### src/rtl/fetch_stage_if.sv
// Instruction-memory req/ack handshake between fetch and memory.
// The fetch stage is the master; memory is the slave.
interface fetch_stage_if #(
    parameter int PC_W = 16
);
    logic            out_imem_req;
    logic [PC_W-1:0] out_imem_addr;
    logic            in_imem_ack;
    logic [15:0]     in_imem_data;

    modport master (
        output out_imem_req,
        output out_imem_addr,
        input  in_imem_ack,
        input  in_imem_data
    );

    modport slave (
        input  out_imem_req,
        input  out_imem_addr,
        output in_imem_ack,
        output in_imem_data
    );
endinterface

### src/rtl/fetch_stage.sv
// Instruction fetch stage with IF/ID buffer, redirect and halt handling.
// Optional perf counters are built when FETCH_PERF_EN is defined.
module fetch_stage #(
    parameter int              PC_W     = 16,
    parameter logic [PC_W-1:0] RESET_PC = '0,
    parameter logic [15:0]     BUBBLE   = 16'h0000
) (
    input  logic            CLOCK,
    input  logic            in_rst_n,
    input  logic            in_hz,
    input  logic            in_pc_src,
    input  logic [PC_W-1:0] in_target,
    fetch_stage_if.master   imem,
    output logic [15:0]     out_buf,
    output logic [PC_W-1:0] out_pc,
    output logic            out_valid,
    output logic            out_halted
`ifdef FETCH_PERF_EN
    ,
    output logic [15:0]     out_fetch_cnt,
    output logic [15:0]     out_stall_cnt
`endif
);

    localparam logic [1:0] S_FETCH = 2'd0;
    localparam logic [1:0] S_REDIR = 2'd1;
    localparam logic [1:0] S_HALT  = 2'd2;

    logic [1:0]      state;
    logic [PC_W-1:0] pc;
    logic            req;
    logic            accept;
    logic            is_halt;

    // Request only while fetching, unstalled, not redirecting and out of reset.
    always_comb begin
        req     = in_rst_n && (state == S_FETCH) && !in_hz && !in_pc_src;
        accept  = req && imem.in_imem_ack;
        is_halt = (imem.in_imem_data[15:12] == 4'b1111) &&
                  (imem.in_imem_data[3:0] == 4'b0000);
    end

    assign imem.out_imem_req  = req;
    assign imem.out_imem_addr = pc;

    // PC, IF/ID buffer and state update; redirect beats stall beats fetch.
    always_ff @(posedge CLOCK or negedge in_rst_n) begin
        if (!in_rst_n) begin
            pc         <= RESET_PC;
            out_buf    <= BUBBLE;
            out_pc     <= '0;
            out_valid  <= 1'b0;
            out_halted <= 1'b0;
            state      <= S_FETCH;
        end else if (in_pc_src) begin
            pc         <= in_target;
            out_buf    <= BUBBLE;
            out_valid  <= 1'b0;
            out_halted <= 1'b0;
            state      <= S_REDIR;
        end else if (in_hz) begin
            state <= state;
        end else begin
            case (state)
                S_FETCH: begin
                    if (accept) begin
                        out_buf   <= imem.in_imem_data;
                        out_pc    <= pc;
                        out_valid <= 1'b1;
                        pc        <= pc + PC_W'(1);
                        if (is_halt) begin
                            state      <= S_HALT;
                            out_halted <= 1'b1;
                        end
                    end else begin
                        out_buf   <= BUBBLE;
                        out_valid <= 1'b0;
                    end
                end
                S_REDIR: begin
                    state     <= S_FETCH;
                    out_buf   <= BUBBLE;
                    out_valid <= 1'b0;
                end
                S_HALT: begin
                    out_buf   <= BUBBLE;
                    out_valid <= 1'b0;
                end
                default: begin
                    state     <= S_FETCH;
                    out_buf   <= BUBBLE;
                    out_valid <= 1'b0;
                end
            endcase
        end
    end

`ifdef FETCH_PERF_EN
    // Saturating counts of accepted fetches and stalled cycles.
    always_ff @(posedge CLOCK or negedge in_rst_n) begin
        if (!in_rst_n) begin
            out_fetch_cnt <= '0;
            out_stall_cnt <= '0;
        end else begin
            if (accept && (out_fetch_cnt != 16'hFFFF))
                out_fetch_cnt <= out_fetch_cnt + 16'd1;
            if (in_hz && (state != S_HALT) && (out_stall_cnt != 16'hFFFF))
                out_stall_cnt <= out_stall_cnt + 16'd1;
        end
    end
`endif

endmodule

### src/flat_wrapper.sv
// flat-port wrapper written by rule: the top's interface ports become plain ports
module fetch_stage_flat 
#(
    parameter int              PC_W     = 16,
    parameter logic [PC_W-1:0] RESET_PC = '0,
    parameter logic [15:0]     BUBBLE   = 16'h0000
)
  (CLOCK, in_rst_n, in_hz, in_pc_src, in_target, out_buf, out_pc, out_valid, out_halted, imem_out_imem_req, imem_out_imem_addr, imem_in_imem_ack, imem_in_imem_data);
  fetch_stage_if #(.PC_W(PC_W)) imem_i ();
  input  logic CLOCK;
  input  logic in_rst_n;
  input  logic in_hz;
  input  logic in_pc_src;
  input  logic [PC_W-1:0] in_target;
  output logic [15:0] out_buf;
  output logic [PC_W-1:0] out_pc;
  output logic out_valid;
  output logic out_halted;
  output wire logic [$bits(imem_i.out_imem_req)-1:0] imem_out_imem_req;
  output wire logic [$bits(imem_i.out_imem_addr)-1:0] imem_out_imem_addr;
  input wire logic [$bits(imem_i.in_imem_ack)-1:0] imem_in_imem_ack;
  input wire logic [$bits(imem_i.in_imem_data)-1:0] imem_in_imem_data;
  assign imem_out_imem_req = imem_i.out_imem_req;
  assign imem_out_imem_addr = imem_i.out_imem_addr;
  assign imem_i.in_imem_ack = imem_in_imem_ack;
  assign imem_i.in_imem_data = imem_in_imem_data;
  fetch_stage #(.PC_W(PC_W), .RESET_PC(RESET_PC), .BUBBLE(BUBBLE)) u_core (.CLOCK(CLOCK), .in_rst_n(in_rst_n), .in_hz(in_hz), .in_pc_src(in_pc_src), .in_target(in_target), .imem(imem_i), .out_buf(out_buf), .out_pc(out_pc), .out_valid(out_valid), .out_halted(out_halted));
endmodule
### config.mk
export PLATFORM = sky130hd
export DESIGN_NAME = fetch_stage_flat
export DESIGN_NICKNAME = d
export VERILOG_FILES = /design/src/rtl/fetch_stage_if.sv /design/src/rtl/fetch_stage.sv /design/src/flat_wrapper.sv
export SDC_FILE = /design/constraint.sdc
export NUM_CORES = 1
export LEC_CHECK = 0
export ABC_AREA = 0
export BUFFER_PORTS_ARGS = -buffer_cell sky130_fd_sc_hd__buf_2
export CAP_MARGIN = 0
export CORE_MARGIN = 2
export CORE_UTILIZATION = 30
export DETAILED_ROUTE_END_ITERATION = 16
export SLEW_MARGIN = 20
export SYNTH_ARGS = -nofsm -noshare
export SYNTH_HDL_FRONTEND = slang
export SYNTH_SLANG_ARGS = --single-unit
### constraint.sdc
create_clock -name CLOCK -period 2.7 [get_ports CLOCK]
set_input_delay 0.405 -clock CLOCK [delete_from_list [all_inputs] [get_ports CLOCK]]
set_output_delay 0.405 -clock CLOCK [all_outputs]
set_load 0.05 [all_outputs]
==> flow_summary.yaml <==
critical_path:
  timing.rr.end: "u_core.imem.out_imem_addr[15]"
  critical_path.slowest_cell: "dlygate4sd3_1"
  critPathKind: "input pin to flip-flop"
  critPathBufInv: 3
  rrSetupSlack_ps: 740
  cp.arrival_ps: 2520
  cp_top_family: "simple AND/OR/NAND/NOR gates"
  critPathMaxFanout: 20
  reg2regPathDepth: 5
  cp.required_ps: 2950
  r2r_start: "u_core.state[1]"
  cp-start-kind: "input pin"
  worst_setup_path_end_kind: "flip-flop"
  path_cells: "dlygate4sd3_1, buf_2, nand4bb_1, or2_1, buf_4, or4_1, nand3_1"
  max_stage_delay_ps: 540
sta:
  finalMaxSlewViolations: 0
  fin_skew_ps: 4.11
  finalSetupViolCount: 0
  fin_crit_sh_pct: 84.2
  hold_violations: 0
  slew_headroom_pct: 57.8
  tns_ps: 0
  rsz0062_at_grt: "no"
  worst_slew_pin_slew_ps: 633
  finalWorstPathRequiredPeriod_ps: 2270
  max_freq_mhz: 440
  timing.hold.ws_ps: 298
  setup_slack_ps: 427
die:
  core_mm2: 0.00761
  ios: 88
  row_count: 32
  die_w_um: 92.0
  start_util_pct: 30.5
  die-area_mm2: 0.00846
  die_y_um: 92.0
finish:
  final_common_cell: "buf_2"
  fillers: 801
  diodes: 0
  final_cell_mix: "buf_2, nand2_1, dfrtp_1, a22o_1, o21ai_0"
  fin_area_mm2: 0.00302
  syn_to_final_growth_pct: 30.0
  drive_gt1_share_pct: 33.9
  final-instance-count-excl-fill: 421
  final_nets: 356
global_route:
  grt_max_degree: 51
  grt_first_pass_wirelength_mm: 10.2
  antenna_found_initial: 0
  grt_pass1_vias: 1960
  grt_use_total_pct: 15.3
  grt.overflow.total: 0
route:
  drtIter0Drc: 110
  drt_wl_total_mm: 6.14
  ant_nets: 0
  routedWlPerCell_um: 14.6
  drc: 0
  viasPerCell: 4.94
  dr_total_vias: 2081
  drt_pass1_iterations: 4
place:
  dp_slack_ps: 660
  port_buffers: 87
  gp_congestion: 0.798
  placed_cell_area_mm2: 0.00288
  dp_hpwl_mm: 4.46
  dp_cells: 412
yosys:
  synth_edf_count: 0
  ys_warn_count: 0
  syn_nets: 268
  synthCells: 230
  ys_seq_area_share_pct: 56.0
  synth_area_mm2: 0.00232
  ys_ff_latch: 52
  synth_top_area_share_pct: 56.0
  synth-main-ff-cell: "dfrtp_1"
  synth_cell_types: 45
  syn_avg_cell_area_um2: 10.1
  synthTopCellsByArea: "dfrtp_1, nand2_1, a22o_1"
  async_flop_share_pct: 100
  synth_top_cell_by_area: "dfrtp_1"
clocking:
  cts_resized: 0
  cts_sinks: 52
  clk_latency_ps: 310
  cts-buffers-inserted: 5
  cts.path.max_buffers: 2
  cts_tree: "yes"
  clk_pin_slew_ps: 90
  postCtsSetupBuffers: 0
  cts-root-buf: "clkbuf_8"
  cts-htree-levels: 2
min_path:
  hold_depth: 3
  hp-class: "input pin to flip-flop"
  whs_endpoint: "u_core.imem.out_imem_addr[1]"
  hold_start: "in_target[1]"
status:
  status: "finished, final reports clean"
power:
  p_sw_w: 0.000736
  ir_drop_v: 0.000197
  p_comb_share_pct: 26.4
  pwr-share-seq_pct: 45.0
  cellLeakagePower_nw: 1.54
  power.density_mw_per_mm2: 680
  switching_share_pct: 35.9
  pwr-share-clk_pct: 28.6
  p_int_w: 0.00132
run:
  cap_violations: 0
-- worst register-to-register path, stage by stage, from the launching register on --
cell and delay [ps]:
dfrtp_1 430, nand4bb_1 350, or2_1 320, buf_4 210, or4_1 520, nand3_1 80
-- area by class of cell --
class | count | area [um^2] | share of cell area, %
flip-flops and latches | 52 | 1300 | 43.1
clock buffers | 7 | 96.3 | 3.19
well taps | 102 | 128 | 4.23
multi-input cells | 157 | 942 | 31.2
inverters | 8 | 30.0 | 0.995
clock inverters | 1 | 30.0 | 0.995
repair buffers | 94 | 490 | 16.3
-- power groups by stage --
stage / registers (W) / logic [W] / clock network (W)
finish: 0.000923 / 0.000541 / 0.000588
global placement: 0.000938 / 0.000542 / 0
detailed placement: 0.000939 / 0.000546 / 0
floorplan: 0.00120 / 0.000113 / 0
global route: 0.000935 / 0.000580 / 0.000645
CTS: 0.000923 / 0.000548 / 0.000600
-- per-layer routing --
layer	wire length [um]	global-route usage (%)
met1	2770	20.9
met5	0	0
met2	2870	24.0
met4	65	3.73
met3	438	4.68
-- cell usage after synthesis, types with 2 or more instances --
library cell and n:
a21o_1 2, a22o_1 16, a31o_2 2, a31oi_1 5
and3_1 2, clkbuf_1 11, dfrtp_1 52, inv_1 8
nand2_1 54, nand3_1 10, nand4_1 4, nor2_1 8
nor3b_1 2, nor4_1 4, nor4b_1 2, o211ai_1 2
o21ai_0 11, o311ai_0 2, or2_1 2, or3_1 3
xnor2_1 4
-- worst max-delay path by stage --
stage	from	endpoint	slack, ps	depth (start not counted)
final	in_rst_n	u_core.imem.out_imem_addr[15]	430	7
after global routing	in_rst_n	u_core.imem.out_imem_addr[15]	320	7
after CTS	in_rst_n	u_core.imem.out_imem_addr[15]	440	7
after detailed placement	in_hz	u_core.imem.out_imem_addr[15]	660	6
after floorplan	in_pc_src	imem_out_imem_req	610	3
after global placement	in_pc_src	u_core.imem.out_imem_addr[15]	720	6
-- sequential cells by signal (all words and copies together) (netlist names) --
signal and count:
u_core.out_buf 16, u_core.state 2, u_core.out_halted 1, u_core.imem.out_imem_addr 16, u_core.out_valid 1, u_core.out_pc 16
-- stage by stage --
stage	util, %	power, W
after global routing	39.7	0.00216
after global placement	37.9	0.00148
after CTS	39.7	0.00207
final	39.7	0.00205
after floorplan	-	0.00132
after detailed placement	37.9	0.00149
-- cells by family (layout without fill, tap and decap cells) --
family / after synthesis / count (layout) / share of synthesized area (%)
XOR/XNOR: 4 / 4 / 1.51
AND/OR/NAND/NOR: 102 / 102 / 21.4
multiplexers: 2 / 2 / 0.916
adder cells (fa/ha/maj): 1 / 1 / 0.539
buffers and inverters: 21 / 110 / 3.77
flip-flops: 52 / 52 / 56.0
AO/OA/AOI/OAI: 48 / 48 / 15.8
-- what timing repair did --
| action | CTS | global route |
|---|---|---|
| endpoints found under the hold margin | 2 | 0 |
| hold buffers | 1 | 0 |
| endpoints found under the setup margin | 0 | 0 |
Note: power is estimated with default switching activity, not from simulation.
